`src/rtl/uart_tx_if.sv`:
```
// uart_tx_if: byte-level request/status handshake between the core's byte
// producer and the UART transmitter. The producer drives the master modport
// and the transmitter drives the slave modport.
interface uart_tx_if #(
    parameter int NB_DATA = 8
);
    logic               tx_start;   // transmit request, sampled every cycle
    logic [NB_DATA-1:0] tx_data;    // byte to send, captured on the accepting cycle
    logic               tx_busy;    // frame in flight
    logic               tx_done;    // one-cycle pulse at frame completion

    modport master (
        output tx_start,
        output tx_data,
        input  tx_busy,
        input  tx_done
    );

    modport slave (
        input  tx_start,
        input  tx_data,
        output tx_busy,
        output tx_done
    );
endinterface

```
`src/rtl/uart_tx.sv`:
```
// uart_tx: UART serial transmitter, 8N1 by default (start bit, NB_DATA data
// bits LSB first, stop bit) with an internal baud counter of CLKS_PER_BIT
// clocks per bit. No FIFO; back-pressure is signalled through tx_busy.
// Optional feature macro: UART_TX_PARITY_EN inserts an even-parity bit between
// the data bits and the stop bit (8E1, 11 bit periods per frame).
// Every output comes straight from a flop; there is no input-to-output
// combinational path.
module uart_tx #(
    parameter int NB_DATA      = 8,
    parameter int CLKS_PER_BIT = 2604
) (
    input  logic     i_clock,
    input  logic     i_reset,
    uart_tx_if.slave bus,
    output logic     o_tx
);

    localparam int CNT_W = (CLKS_PER_BIT > 1) ? $clog2(CLKS_PER_BIT) : 1;
    localparam int IDX_W = (NB_DATA > 1) ? $clog2(NB_DATA) : 1;

    localparam logic [CNT_W-1:0] CNT_LAST = CNT_W'(CLKS_PER_BIT - 1);
    localparam logic [IDX_W-1:0] IDX_LAST = IDX_W'(NB_DATA - 1);

    // One-hot state encoding; anything else is treated as illegal.
`ifdef UART_TX_PARITY_EN
    typedef enum logic [4:0] {
        IDLE   = 5'b00001,
        START  = 5'b00010,
        DATA   = 5'b00100,
        PARITY = 5'b01000,
        STOP   = 5'b10000
    } state_t;
`else
    typedef enum logic [3:0] {
        IDLE  = 4'b0001,
        START = 4'b0010,
        DATA  = 4'b0100,
        STOP  = 4'b1000
    } state_t;
`endif

    state_t             state;
    state_t             state_next;
    logic [CNT_W-1:0]   clk_cnt;
    logic [CNT_W-1:0]   clk_cnt_next;
    logic [IDX_W-1:0]   bit_idx;
    logic [IDX_W-1:0]   bit_idx_next;
    logic [NB_DATA-1:0] shreg;
    logic [NB_DATA-1:0] shreg_next;
    logic               tx_q;
    logic               tx_next;
    logic               busy_q;
    logic               busy_next;
    logic               done_q;
    logic               done_next;
    logic               bit_end;

    // Last clock of the current bit period.
    assign bit_end = (clk_cnt == CNT_LAST);

    assign o_tx        = tx_q;
    assign bus.tx_busy = busy_q;
    assign bus.tx_done = done_q;

    // Next-state and next-output decode; the line value for the upcoming bit
    // is computed here so that o_tx changes on the same edge as the state.
    always_comb begin
        state_next   = state;
        clk_cnt_next = clk_cnt + CNT_W'(1);
        bit_idx_next = bit_idx;
        shreg_next   = shreg;
        tx_next      = tx_q;
        busy_next    = busy_q;
        done_next    = 1'b0;

        case (state)
            IDLE: begin
                clk_cnt_next = '0;
                tx_next      = 1'b1;
                busy_next    = 1'b0;
                if (bus.tx_start) begin
                    state_next = START;
                    shreg_next = bus.tx_data;
                    tx_next    = 1'b0;
                    busy_next  = 1'b1;
                end
            end

            START: begin
                if (bit_end) begin
                    state_next   = DATA;
                    clk_cnt_next = '0;
                    bit_idx_next = '0;
                    tx_next      = shreg[0];
                end
            end

            DATA: begin
                if (bit_end) begin
                    clk_cnt_next = '0;
                    // Wraps back to zero after the last data bit.
                    bit_idx_next = bit_idx + IDX_W'(1);
                    if (bit_idx == IDX_LAST) begin
`ifdef UART_TX_PARITY_EN
                        state_next = PARITY;
                        tx_next    = ^shreg;
`else
                        state_next = STOP;
                        tx_next    = 1'b1;
`endif
                    end else begin
                        tx_next = shreg[bit_idx + IDX_W'(1)];
                    end
                end
            end

`ifdef UART_TX_PARITY_EN
            PARITY: begin
                if (bit_end) begin
                    state_next   = STOP;
                    clk_cnt_next = '0;
                    tx_next      = 1'b1;
                end
            end
`endif

            STOP: begin
                if (bit_end) begin
                    state_next   = IDLE;
                    clk_cnt_next = '0;
                    tx_next      = 1'b1;
                    busy_next    = 1'b0;
                    done_next    = 1'b1;
                end
            end

            default: begin
                // Illegal encoding: recover to an idle, high line.
                state_next   = IDLE;
                clk_cnt_next = '0;
                bit_idx_next = '0;
                tx_next      = 1'b1;
                busy_next    = 1'b0;
            end
        endcase
    end

    // State, counters, shift register and registered outputs; reset wins over
    // everything and drops any frame in flight without a done pulse.
    always_ff @(posedge i_clock) begin
        if (i_reset) begin
            state   <= IDLE;
            clk_cnt <= '0;
            bit_idx <= '0;
            shreg   <= '0;
            tx_q    <= 1'b1;
            busy_q  <= 1'b0;
            done_q  <= 1'b0;
        end else begin
            state   <= state_next;
            clk_cnt <= clk_cnt_next;
            bit_idx <= bit_idx_next;
            shreg   <= shreg_next;
            tx_q    <= tx_next;
            busy_q  <= busy_next;
            done_q  <= done_next;
        end
    end

endmodule
```
`src/flat_wrapper.sv`:
```
// flat-port wrapper written by rule: the top's interface ports become plain ports
module uart_tx_flat 
#(
    parameter int NB_DATA      = 8,
    parameter int CLKS_PER_BIT = 2604
)
  (i_clock, i_reset, o_tx, bus_tx_start, bus_tx_data, bus_tx_busy, bus_tx_done);
  uart_tx_if #(.NB_DATA(NB_DATA)) bus_i ();
  input  logic i_clock;
  input  logic i_reset;
  output logic o_tx;
  input wire logic [$bits(bus_i.tx_start)-1:0] bus_tx_start;
  input wire logic [$bits(bus_i.tx_data)-1:0] bus_tx_data;
  output wire logic [$bits(bus_i.tx_busy)-1:0] bus_tx_busy;
  output wire logic [$bits(bus_i.tx_done)-1:0] bus_tx_done;
  assign bus_i.tx_start = bus_tx_start;
  assign bus_i.tx_data = bus_tx_data;
  assign bus_tx_busy = bus_i.tx_busy;
  assign bus_tx_done = bus_i.tx_done;
  uart_tx #(.NB_DATA(NB_DATA), .CLKS_PER_BIT(CLKS_PER_BIT)) u_core (.i_clock(i_clock), .i_reset(i_reset), .bus(bus_i), .o_tx(o_tx));
endmodule
```
`config.mk`:
```
export PLATFORM = sky130hd
export DESIGN_NAME = uart_tx_flat
export DESIGN_NICKNAME = d
export VERILOG_FILES = /design/src/rtl/uart_tx_if.sv /design/src/rtl/uart_tx.sv /design/src/flat_wrapper.sv
export SDC_FILE = /design/constraint.sdc
export NUM_CORES = 1
export LEC_CHECK = 0
export ABC_AREA = 1
export BUFFER_PORTS_ARGS = -buffer_cell sky130_fd_sc_hd__buf_2
export CORE_ASPECT_RATIO = 2
export CORE_MARGIN = 2
export CORE_UTILIZATION = 55
export CTS_BUF_LIST = sky130_fd_sc_hd__clkbuf_16
export CTS_CLUSTER_DIAMETER = 100
export DETAILED_ROUTE_END_ITERATION = 10
export GPL_TIMING_DRIVEN = 0
export PLACE_DENSITY = 0.75
export SYNTH_ARGS = -nofsm -noshare
export SYNTH_HDL_FRONTEND = slang
export SYNTH_SLANG_ARGS = --single-unit
export TNS_END_PERCENT = 30
```
`constraint.sdc`:
```
create_clock -name i_clock -period 1.5 [get_ports i_clock]
set_input_delay 0.3 -clock i_clock [delete_from_list [all_inputs] [get_ports i_clock]]
set_output_delay 0.3 -clock i_clock [all_outputs]
set_load 0.01 [all_outputs]
```
==> results of run 1 <==
-- registers in the layout, indices dropped and copies added, names as in the netlist --
signal / count
u_core.o_tx: 1
u_core.state: 4
u_core.shreg: 8
u_core.bus.tx_done: 1
u_core.clk_cnt: 12
u_core.bus.tx_busy: 1
u_core.bit_idx: 3
-- layer usage --
metal,GRT usage (%),vias up
met3,5.682,17
met2,45.31,33
met1,17.53,671
met4,18.71,0
li1,-,768
met5,0,-
-- final cells by class --
cell class | count | share of cell area [%]
inverter | 25 | 5.123
buffer | 3 | 1.093
sequential | 30 | 32.86
clock inverter | 3 | 0.6831
timing repair buffer | 15 | 4.508
multi-input combinational | 163 | 46.93
clock buffer | 5 | 6.831
tap | 29 | 1.981
-- per-stage QoR --
step                util [%]  std cells  power, W  setup slack [ns]  area (um^2)
floorplan                  -        221  0.001176            0.2091         1551
global placement       60.97        262  0.001256           0.04575         1648
detailed placement     60.97        262  0.001262           0.03538         1648
CTS                    66.06        270  0.002195           0.02028         1785
global route           67.78        273  0.002272           0.01528         1832
finish                 67.78        273  0.002172           0.08191         1832
-- cells by family after synthesis --
group | Yosys count
compound gates | 24
fa+ha+maj | 3
buf+inv | 28
flops | 30
simple gates | 136
-- cells in the mapped netlist --
cell / count / area share (%)
nor3b_1: 2 / 0.97
nor2_4: 2 / 1.5
a21oi_2: 2 / 1.1
a31oi_1: 1 / 0.40
nand2_2: 1 / 0.40
buf_2: 1 / 0.32
or2_1: 1 / 0.40
nand3b_1: 1 / 0.48
inv_1: 24 / 5.8
nand2_4: 1 / 0.73
nor3_1: 6 / 1.9
clkbuf_1: 1 / 0.24
a211oi_2: 1 / 0.81
dfxtp_1: 30 / 39
nand3_2: 7 / 4.5
buf_6: 1 / 0.73
nand4_1: 3 / 1.2
inv_2: 1 / 0.24
nand3_1: 28 / 9.0
a21oi_1: 20 / 6.5
ha_1: 3 / 2.4
nor3_2: 2 / 1.3
nor2_2: 2 / 0.81
nor2_1: 21 / 5.1
nand2_1: 58 / 14
or2_0: 1 / 0.40
-- power breakdown --
group | total [W] | switching (W) | internal [W]
clock network | 0.000922 | 0.000326 | 0.000596
logic | 0.000353 | 0.000216 | 0.000136
registers | 0.000897 | 0.0000408 | 0.000856
total | 0.00217 | 0.000583 | 0.00159
-- what timing repair did --
action | 4_1_cts | 5_1_grt
setup endpoints to repair | 0 | 18
resized for setup | 0 | 6
buffers inserted | 0 | 3
-- critical path: cells and delay by family (launching register included) --
family          cells  cell delay [ns]
simple gates        3             0.70
buf+inv             1             0.10
flops               1             0.45
compound gates      1             0.12
-- worst min-delay path by stage --
stage / cells past startpoint / slack [ns] / end / startpoint
2_1_floorplan: 1 / 0.38 / u_core.bus.tx_done / i_reset
3_3_place_gp: 2 / 0.45 / u_core.shreg[3] / u_core.shreg[3]
3_5_place_dp: 2 / 0.45 / u_core.shreg[4] / u_core.shreg[4]
4_1_cts: 2 / 0.22 / u_core.bus.tx_done / i_reset
5_1_grt: 2 / 0.23 / u_core.bus.tx_done / i_reset
6_report: 2 / 0.23 / u_core.bus.tx_done / i_reset
==> impl_metrics.tcl, run 1 <==
set metrics [dict create \
    clkLatencyLatePin_ns 0.27 \
    num_rows 27 \
    power_density_nw_per_um2 1186 \
    synthXorXnorAreaFrac_pct 0 \
    hold_violations 0 \
    postRouteAntennaNets 0 \
    worst_pin_slew_ns 0.4284 \
    path_max_fanout 7 \
    grt_pass1_vias 1407 \
    ys_types 26 \
    final.period_utilization_pct 94.54 \
    reg2reg_depth 5 \
    clock.fmax_mhz 705.2 \
    multi_input_area_um2 859.6 \
    drt_first_pass_iters 4 \
    die_height_um 79.11 \
    netlist_area_um2 1551 \
    port_buffers 12 \
    synth_top_family_by_area "simple AND/OR/NAND/NOR gates" \
    rsz0062_at_grt "false" \
    grt-ovfl-total 0 \
    core_um2 2703 \
    register_area_um2 601.8 \
    crit_path_end_kind "flop" \
    whs_ns 0.2298 \
    clkSlewWorstSetupHoldPaths_ns 0.05 \
    antenna_found_initial 0 \
    routedWlPerCell_um 12.91 \
    area_growth_syn_to_layout_pct 18.06 \
    muxShareOfSynthArea_pct 0 \
    maxCapViolations 0 \
    r2r-start "u_core.clk_cnt[9]" \
    synth-simple-area-share_pct 42.74 \
    die_w_um 41.56 \
    drv_slew 0 \
    critical-path-slowest-cell "dfxtp_1" \
    period_minus_slack_ns 1.418 \
    wl_met2_mm 2.025 \
    max-slew-margin-rel_pct 71.44 \
    h-tree-depth 2 \
    grt_usage_pct 23.12 \
    final_cell_mix "57 x nand2_1, 29 x dfxtp_1, 28 x nand3_1, 25 x inv_1" \
    cts_hold_buf 0 \
    crit_type "flop to flop" \
    yosysSeqAreaShare_pct 38.71 \
    wl_mm 3.525 \
    grt_max_degree 11 \
    avgSynthCellArea_um2 7.020 \
    via_per_inst 5.454 \
    synth-adder-area-share_pct 2.419 \
    gp_congestion 0.9471 \
    hold_path.class "input port to flop" \
    startpoint "u_core.clk_cnt[9]" \
    fin_worst_skew_ns 0.005882 \
    cts_buffers 5 \
    reg2reg_to "u_core.clk_cnt[11]" \
    critical-path-max-stage-delay_ns 0.45 \
    first_iter_violations 45 \
    setup-tns-final_ns 0 \
    hpwl_mm 2.660 \
    leakage_nw 0.7432 \
    synthesis.nets 235 \
    worstPathRequired_ns 1.71 \
    setup_violations 0 \
    mostFrequentLayoutCell "nand2_1" \
    cts_tree "yes" \
    cp-start-kind "flop" \
    crit_path_cell_trace "inv_1 > nor3_1 > nand3_1 > or2_0 > a21oi_2" \
    wl_met3_um 105 \
    initial_core_util_pct 57.41 \
    diodes 0 \
    cp.arrival_ns 1.63 \
    clockRootBuffer "clkbuf_16" \
    ys_ff_latch 30 \
    num_vias 1489 \
    synth-compound-area-share_pct 8.790 \
    design.die.area_um2 3287 \
    drive_above_1_share_pct 19.26 \
    yosys_warnings 0 \
    crit_end "u_core.clk_cnt[11]" \
    met1_length_mm 1.198 \
    remaining_drc_errors 0 \
    status "complete, no violations" \
    ioPinCount 14 \
    syn_inst 221 \
    ir_worst_vdd_v 0.0008926 \
    top_layer_used "met4" \
    fillCellCount 256 \
    cts_sinks 30 \
    grt_pass1_wl_mm 5.685 \
    rrSetupSlack_ns 0.08 \
    final_nets 257 \
    cts.path.max_buffers 2 \
]
(Power assumes the default switching activity.)
==> run 2, diff against run 1 <==
--- a/config.mk
+++ b/config.mk
@@ -5,9 +5,7 @@
 export SDC_FILE = /design/constraint.sdc
 export NUM_CORES = 1
 export LEC_CHECK = 0
-export ABC_AREA = 1
 export BUFFER_PORTS_ARGS = -buffer_cell sky130_fd_sc_hd__buf_2
-export CORE_ASPECT_RATIO = 2
 export CORE_MARGIN = 2
 export CORE_UTILIZATION = 55
 export CTS_BUF_LIST = sky130_fd_sc_hd__clkbuf_16
==> run 2 against run 1 <==
Net effect: the flow now finishes with violations (setup timing); clock skew shrank 0.0035 ns; power is 10% lower; wire length fell by 14%; global-route usage rose by 1.0 points; combinational power is 51% lower; final cell count is 23% lower; non-clock buffer count increased by 9; synthesized cell count is 30% lower; sequential share of layout area up 0.71 points; clock-buffer cell count did not move; worst hold slack improved by 0.027 ns; maximum frequency fell by 26%; largest cell class unchanged; largest power group unchanged.
==> impl_metrics.tcl, run 2 <==
set metrics [dict create \
    top_register "u_core.clk_cnt" \
    hpwl_mm 1.889 \
    largest_reg_flops 12 \
    remaining_drc_errors 0 \
    critical-path-slowest-cell "or4b_4" \
    fin_ws_ns -0.4060 \
    clockRootBuffer "clkbuf_16" \
    wl_met3_um 127 \
    crit_type "flop to flop" \
    drv_slew 0 \
    cts.path.max_buffers 2 \
    num_vias 1172 \
    mostFrequentLayoutCell "nor2_1" \
    synth_top_area_share_pct 42.74 \
    wl_mm 3.025 \
    die_height_um 54.55 \
    status "finished with violations" \
    syn_inst 154 \
    fillCellCount 172 \
    wl_met2_mm 1.473 \
    yosysTopAreaCell "dfxtp_1" \
    synthesis.nets 168 \
    ioPinCount 14 \
    avgSynthCellArea_um2 9.124 \
    setup-tns-final_ns -4.855 \
    die_w_um 54.55 \
    antenna_found_initial 0 \
    cts_buffers 5 \
    maxCapViolations 0 \
    final.period_utilization_pct 127.1 \
    power_density_nw_per_um2 1065 \
    gp_congestion 0.8933 \
    ys_ff_latch 30 \
    setup_violations 22 \
    initial_core_util_pct 57.24 \
    cp-start-kind "flop" \
    clkSlewWorstSetupHoldPaths_ns 0.05 \
    yosys_warnings 0 \
    postRouteAntennaNets 0 \
    design.die.area_um2 2975 \
    drt_first_pass_iters 4 \
    max-slew-margin-rel_pct 70.88 \
    area_growth_syn_to_layout_pct 30.01 \
    synth_most_common_cell "dfxtp_1" \
    path_max_fanout 4 \
    final_cell_mix "24 x nor2_1, 22 x dfxtp_1, 13 x buf_2, 13 x mux2i_1" \
    grt-ovfl-total 0 \
    port_buffers 12 \
    crit_path_end_kind "flop" \
    cts_hold_buf 0 \
    clkLatencyLatePin_ns 0.28 \
    ys_types 36 \
    final_nets 194 \
    hold_path.class "input port to flop" \
    worst_pin_slew_ns 0.4357 \
    synthFlopType "dfxtp_1" \
    rrSetupSlack_ns -0.41 \
    cts_tree "yes" \
    top_layer_used "met4" \
    routedWlPerCell_um 14.40 \
    drive_above_1_share_pct 34.44 \
    via_per_inst 5.581 \
    rsz0062_at_grt "true" \
    grt_pass1_vias 1086 \
    worstPathRequired_ns 1.71 \
    dp.cells 196 \
    yosysSeqAreaShare_pct 42.74 \
    yosys-top-cells-area "dfxtp_1 43%, mux2i_1 9.3%, nor2_1 6.9%, xnor2_1 4.4%, xor2_1 3.1%" \
    async_flop_share_pct 0 \
    grt_max_degree 11 \
    grt_pass1_wl_mm 4.899 \
    largest_registers "u_core.clk_cnt (12), u_core.shreg (8), u_core.state (4)" \
    grt_usage_pct 24.12 \
    ys_top_cells_by_count "30 x dfxtp_1, 26 x nor2_1, 13 x mux2i_1" \
    num_rows 18 \
    critical-path-max-stage-delay_ns 0.54 \
    period_minus_slack_ns 1.906 \
    cts_sinks 30 \
    core_um2 2455 \
    fin_worst_skew_ns 0.002390 \
    hold_violations 0 \
    met1_length_mm 1.374 \
    clock.fmax_mhz 524.7 \
    cp.arrival_ns 2.11 \
    netlist_area_um2 1405 \
    diodes 0 \
    first_iter_violations 18 \
    leakage_nw 0.7003 \
    fin_cells 210 \
    synth-edff-count 0 \
    ir_worst_vdd_v 0.001069 \
    violations "setup timing" \
    crit_path_cell_trace "or4b_4 > nor4_4 > buf_4 > o22ai_4 > or3_4 > a21oi_2" \
    h-tree-depth 2 \
]
## run 2: logic make-up (layout without fill, tap and decap cells)
family,Yosys count,after routing,share of synthesized area (%)
compound gates,13,13,6.322
xor+xnor,12,12,7.480
fa+ha+maj,3,3,2.672
simple gates,67,67,25.82
mux,14,14,10.86
flops,30,30,42.74
buf+inv,15,41,4.097
## run 2: final timing paths
kind / to / cells after the start / startpoint
setup reg to reg: u_core.bit_idx[2] / 6 / u_core.clk_cnt[8]
setup / recovery: u_core.bit_idx[2] / 6 / u_core.clk_cnt[8]
hold reg to reg: u_core.clk_cnt[0] / 1 / u_core.clk_cnt[0]
hold / removal: u_core.shreg[2] / 3 / bus_tx_data[2]
## run 2: layout make-up
| type | instances | area (um^2) | share of cell area [%] |
|---|---|---|---|
| buffer | 5 | 33.78 | 1.849 |
| clock buffer | 5 | 125.1 | 6.849 |
| clock inverter | 2 | 10.01 | 0.5479 |
| inverter | 7 | 26.28 | 1.438 |
| multi-input combinational | 109 | 839.6 | 45.96 |
| sequential | 30 | 613.1 | 33.56 |
| tap | 30 | 37.54 | 2.055 |
| timing repair buffer | 22 | 141.4 | 7.740 |
## run 2: timing repair
action                     in CTS  in global routing
setup endpoints to repair      29                 30
resized for setup              28                 11
setup buffers                   9                  0
gates cloned                    1                  0
pin swaps                      19                  0
## run 2: power breakdown
group	internal, W	switching, W	total (W)
registers	0.000824	0.0000201	0.000844
clock network	0.000596	0.000332	0.000928
logic	0.0000838	0.0000888	0.000173
## run 2: critical path, delay by kind of cell, from the launching register on
family,cells,cell delay (ns)
and+or+nand+nor,3,1.14
DFF,1,0.31
AOI/OAI and AO/OA,2,0.20
buffers and inverters,1,0.18
## run 2: stage by stage
| stage | setup slack, ns | power (W) | hold WS (ns) | util (%) | instance area (um^2) |
|---|---|---|---|---|---|
| after global routing | -0.5052 | 0.002015 | 0.2742 | 74.41 | 1827 |
| after detailed placement | -0.4624 | 0.0009978 | 0.4513 | 61.42 | 1508 |
| after CTS | -0.4020 | 0.001958 | 0.2546 | 72.68 | 1784 |
| after floorplan | -0.3236 | 0.0009560 | 0.4258 | - | 1410 |
| after global placement | -0.4417 | 0.0009905 | 0.4403 | 61.42 | 1508 |
| final | -0.4060 | 0.001945 | 0.2564 | 74.41 | 1827 |
## run 2: per-layer routing
| layer | global-route usage (%) | vias up |
|---|---|---|
| met5 | 0 | - |
| met1 | 30.56 | 559 |
| met3 | 8.470 | 5 |
| met2 | 36.35 | 23 |
| met4 | 11.67 | 0 |
| li1 | - | 585 |
